`src/rtl/lcd_nibble_receiver.sv`:
```
// Receives HD44780-style LCD writes from an external master. It rebuilds the bytes
// from the 4-bit bus and emulates the controller busy window and the protocol error flags.
module lcd_nibble_receiver #(
    parameter int BUSY_CYCLES = 2000,
    parameter int MIN_EN_HIGH = 12
) (
    input  logic       Clock,
    input  logic       Reset,
    input  logic       iLCD_Enabled,
    input  logic       iLCD_RegisterSelect,
    input  logic       iLCD_ReadWrite,
    input  logic [3:0] iLCD_Data,
    output logic [7:0] oData,
    output logic       oRS,
    output logic       oValid,
    output logic       oBusy,
    output logic       oNibbleMode,
    output logic       oPulseErr,
    output logic       oOverrun,
    output logic       oFrameErr
);
    localparam int CW = $clog2(MIN_EN_HIGH + 1);
    localparam int BW = $clog2(BUSY_CYCLES + 1);

    typedef enum logic [1:0] {BYTE8, HIGH, LOW} stateT;

    stateT         state;
    logic [6:0]    syncA;
    logic [6:0]    syncB;
    logic [6:0]    prevSync;
    logic [CW-1:0] highCount;
    logic [BW-1:0] busyCount;
    logic [3:0]    highNibble;
    logic          highRs;

    // The bus layout is {E, RS, RW, D[3:0]}. prevSync holds the last E-high sample
    // when a falling edge is seen.
    logic       fall;
    logic       strobeRs;
    logic       strobeRw;
    logic [3:0] strobeD;
    logic       legal;

    assign fall     = prevSync[6] & ~syncB[6];
    assign strobeRs = prevSync[5];
    assign strobeRw = prevSync[4];
    assign strobeD  = prevSync[3:0];
    assign legal    = (highCount >= CW'(MIN_EN_HIGH));

    always_ff @(posedge Clock or negedge Reset) begin
        if (!Reset) begin
            state       <= BYTE8;
            syncA       <= '0;
            syncB       <= '0;
            prevSync    <= '0;
            highCount   <= '0;
            busyCount   <= '0;
            highNibble  <= '0;
            highRs      <= 1'b0;
            oData       <= '0;
            oRS         <= 1'b0;
            oValid      <= 1'b0;
            oBusy       <= 1'b0;
            oNibbleMode <= 1'b0;
            oPulseErr   <= 1'b0;
            oOverrun    <= 1'b0;
            oFrameErr   <= 1'b0;
        end else begin
            syncA    <= {iLCD_Enabled, iLCD_RegisterSelect, iLCD_ReadWrite, iLCD_Data};
            syncB    <= syncA;
            prevSync <= syncB;

            if (!syncB[6])
                highCount <= '0;
            else if (highCount != CW'(MIN_EN_HIGH))
                highCount <= highCount + CW'(1);

            oValid    <= 1'b0;
            oPulseErr <= 1'b0;
            oOverrun  <= 1'b0;
            oFrameErr <= 1'b0;

            if (busyCount != '0)
                busyCount <= busyCount - BW'(1);
            else
                oBusy <= 1'b0;

            // Read strobes are ignored. Write strobes are checked in priority order:
            // first the width, then busy, then the decode.
            if (fall && !strobeRw) begin
                if (!legal) begin
                    oPulseErr <= 1'b1;
                end else if (oBusy) begin
                    oOverrun <= 1'b1;
                end else begin
                    case (state)
                        BYTE8: begin
                            oData     <= {strobeD, 4'h0};
                            oRS       <= strobeRs;
                            oValid    <= 1'b1;
                            oBusy     <= 1'b1;
                            busyCount <= BW'(BUSY_CYCLES - 1);
                            if (!strobeRs && strobeD == 4'h2) begin
                                state       <= HIGH;
                                oNibbleMode <= 1'b1;
                            end
                        end
                        HIGH: begin
                            highNibble <= strobeD;
                            highRs     <= strobeRs;
                            state      <= LOW;
                        end
                        LOW: begin
                            oData     <= {highNibble, strobeD};
                            oRS       <= highRs;
                            oValid    <= 1'b1;
                            oBusy     <= 1'b1;
                            busyCount <= BW'(BUSY_CYCLES - 1);
                            oFrameErr <= (strobeRs != highRs);
                            state     <= HIGH;
                        end
                        default: state <= BYTE8;
                    endcase
                end
            end
        end
    end
endmodule

```
`config.mk`:
```
export PLATFORM = sky130hd
export DESIGN_NAME = lcd_nibble_receiver
export DESIGN_NICKNAME = d
export VERILOG_FILES = /design/src/rtl/lcd_nibble_receiver.sv
export SDC_FILE = /design/constraint.sdc
export NUM_CORES = 1
export LEC_CHECK = 0
export BUFFER_PORTS_ARGS = -buffer_cell sky130_fd_sc_hd__buf_4
export CAP_MARGIN = 20
export CORE_MARGIN = 4
export CORE_UTILIZATION = 50
export DETAILED_ROUTE_END_ITERATION = 8
export HOLD_SLACK_MARGIN = 0.1
export PLACE_DENSITY = 0.7
export SYNTH_ARGS = -nofsm -noshare
export SYNTH_HDL_FRONTEND = slang
export SYNTH_SLANG_ARGS = --single-unit
export TNS_END_PERCENT = 20
```
`constraint.sdc`:
```
create_clock -name Clock -period 2.36 [get_ports Clock]
set_input_delay 0.118 -clock Clock [delete_from_list [all_inputs] [get_ports Clock]]
set_output_delay 0.118 -clock Clock [all_outputs]
set_load 0.02 [all_outputs]
```
==> run metrics <==
dominant synthesized flop cell=dfrtp_1; Post-Syn Area per Cell=12.5 µm²; CP endpoint kind=flop; Die Ht=between 70 and 80 µm; total number of vias=~1400; Worst Path Arrival=roughly 2300 ps; number of setup violations in the final report=0; origin of the worst setup path=syncB[6]$_DFF_PN0_; number of global-route vias before repair=~1500; Synth Area in Compound Gates=roughly 8.6%; full die area=about 5600 µm²; smallest setup slack after layout=~300 ps; XOR/XNOR Fraction of Synth Area=2.36%; Min-Delay Startpoint=syncB[0]$_DFF_PN0_; post-route setup TNS=0 ps; Crit Path Class=flop to flop; Cell Area, Synth=around 2200 µm²; worst-path fanout max=6; Post-route DRC=0; maximum VDD drop=between 0.0004 and 0.0005 V; DRT Wirelength=between 3000 and 4000 µm; outcome=complete, no violations; Lkg Pwr=0.00128 µW; Cells after Synth=178; post-synth net total=191; mux cell area share after synthesis=under 10%; pin count of the biggest net entering global routing=between 50 and 60; root buf cell=clkbuf_8; post-CTS sizing=0; initial antenna violation count=0; Remaining Overflow, GRT=0; Final Slew Violations=0; period utilisation layout=87.2%; Worst Path Required=~2600 ps; Post-Synth Simple-Gate Area=a little over an eighth; post-layout min period=just over 2000 ps; IO Port Bufs=23; P&R area growth vs syn=22.5%; CP max stage delay=roughly 430 ps; Yosys reg bits=58; Clock Path Buffers=2; FF-to-FF Start=syncB[6]$_DFF_PN0_; Max Cap Viol=0; Seq/Total Area, Yosys=approximately two thirds; FFs w/ async S/R, synth=100%; post-synthesis cell type count=37; min-delay worst type=flop to flop; H-tree levels=3; combinational family with the most area after synthesis=simple AND/OR/NAND/NOR gates; core area=between 4000 and 5000 µm²; Vias/cell=~5.3; PD cells=909 nW/µm²; per-cell routed wire length=between 10 and 15 µm; pre-CTS WS=around 300 ps; # IOs=24; Crit path max-delay family=simple AND/OR/NAND/NOR gates; fill count=between 300 and 400; global-route usage over all layers=between 15 and 20%; Antenna Diode Count=0; initial drt markers=approximately 110; HPWL Detailed=2560 µm; Detail Route Antenna Nets=0; CTS tree=done; nets@finish=between 200 and 250; die width=~75 µm; Initial Utilization=53.6%; TritonCTS Sinks=58; slowest CP cell=dfrtp_1; Skew-Pair Late Insertion Delay=approximately 330 ps; RSZ-0062 raised after global routing=false; Post-synth EDFFs=0; CTS clock-pin slew for the worst setup and hold paths=about 60 ps; post-layout util=roughly two thirds; layout cell share with drive strength beyond 1=between 20% and 30%; buffers plus inverters on the worst setup path=0; CP Cell Sequence=or3b_4 -> or3_4 -> nor3b_4 -> mux2_2; Slew HR=between 50% and 60%; Post-Synth Adder-Cell Area=~2.3%; Pre-Repair DR Iteration Count=4; first-pass GRT wire length=between 6000 and 7000 µm; worst-margin pin slew=688 ps; Final GP Congestion=~0.86; reg-to-reg slack, setup=300 ps; Final Hold Viols=0; CP Launch Type=flop; Num CTS Buffers=9; Total Power=about 2500 µW; fmax=a little under 0.5 GHz; Ys Warns=0; std cell rows=23; Setup Skew=between 7 and 8 ps
## registers in the layout (all words and copies together), names as in the netlist, 2 cells and up
name and cells:
busyCount 11, highCount 4, highNibble 4, oData 8
prevSync 7, state 2, syncA 7, syncB 7
## worst paths after layout
| kind | endpoint | depth (start not counted) |
|---|---|---|
| hold reg to reg | prevSync[0]$_DFF_PN0_ | 0 |
| setup / recovery | highNibble[0]$_DFFE_PN0P_ | 4 |
| max in group asynchronous | highCount[1]$_DFFE_PN0P_ | 2 |
| hold / removal | prevSync[0]$_DFF_PN0_ | 0 |
| setup reg to reg | highNibble[0]$_DFFE_PN0P_ | 4 |
| min in group asynchronous | busyCount[3]$_DFF_PN0_ | 2 |
## layout by cell type (no fill, tap or decap), types with 3 or more instances in the layout
| cell | netlist | routed |
|---|---|---|
| nand2_1 | 22 | 22 |
| nor3_1 | 3 | 3 |
| dlygate4sd3_1 | 0 | 8 |
| inv_1 | 7 | 7 |
| clkbuf_8 | 0 | 10 |
| ha_1 | 4 | 4 |
| xnor2_1 | 5 | 5 |
| a21oi_1 | 4 | 4 |
| mux2_2 | 5 | 5 |
| o21ai_0 | 10 | 10 |
| o31ai_1 | 3 | 3 |
| nor2_1 | 4 | 4 |
| buf_4 | 1 | 26 |
| dfrtp_1 | 58 | 58 |
| a31oi_1 | 5 | 5 |
| mux2i_1 | 6 | 6 |
| nand3_1 | 10 | 10 |
## final cells by class
class	instances	area, µm²	area share [%]
flip-flops and latches	58	1450	53.3
repair buffers	34	275	10.1
well taps	50	62.6	2.30
clock buffers	10	138	5.06
clock inverters	5	55.1	2.02
inverters	7	26.3	0.965
multi-input cells	107	714	26.2
## metrics by stage
stage | cell area, µm² | hold slack [ps] | cells
floorplan | 2220 | -178 | 178
global placement | 2450 | 199 | 248
detailed placement | 2450 | 207 | 248
CTS | 2720 | 349 | 271
global route | 2720 | 355 | 271
finish | 2720 | 348 | 271
## power by group
group	internal (µW)	switching, µW	total, µW	leakage (µW)
registers	1110	129	1240	0.000738
clock network	506	370	875	0.0000941
logic	182	176	358	0.000445
## cell families after synthesis
group / count (synthesis)
multiplexers: 11
buffers and inverters: 13
AND/OR/NAND/NOR: 56
AO/OA/AOI/OAI: 30
XOR/XNOR: 6
adder cells (fa/ha/maj): 4
flip-flops: 58
## synthesized netlist by cell type (2+ instances only)
cell      count  area, µm²
o21ai_0      10       50.1
buf_2         3       15.0
a31oi_1       5       31.3
ha_1          4       50.1
dfrtp_1      58       1450
xnor2_1       5       43.8
mux2_2        5       56.3
a211oi_1      2       15.0
or3_1         2       12.5
clkbuf_1      2       7.51
o31ai_1       3       22.5
a21oi_1       4       20.0
nand2_1      22       82.6
nand3_1      10       50.1
nor2_1        4       15.0
nor3b_1       2       15.0
nor2b_1       2       12.5
nor3_1        3       15.0
nor4_1        2       12.5
o211ai_1      2       15.0
mux2i_1       6       60.1
inv_1         7       26.3
## layer usage
metal | track usage (%) | wire [µm]
met5 | 0 | 0
met4 | 5.93 | 37
met3 | 5.61 | 184
met2 | 27.8 | 1950
met1 | 20.0 | 1670
## repair_timing
action                                 in CTS  in global routing
setup buffers                               0                  0
endpoints found under the hold margin      65                  0
hold buffers                                8                  0
## worst register-to-register path, delay by kind of cell (launching register included)
kind / cells / cell delay, ps
flops: 1 / 430
simple gates: 3 / 1130
mux: 1 / 380
(Power assumes the default switching activity.)
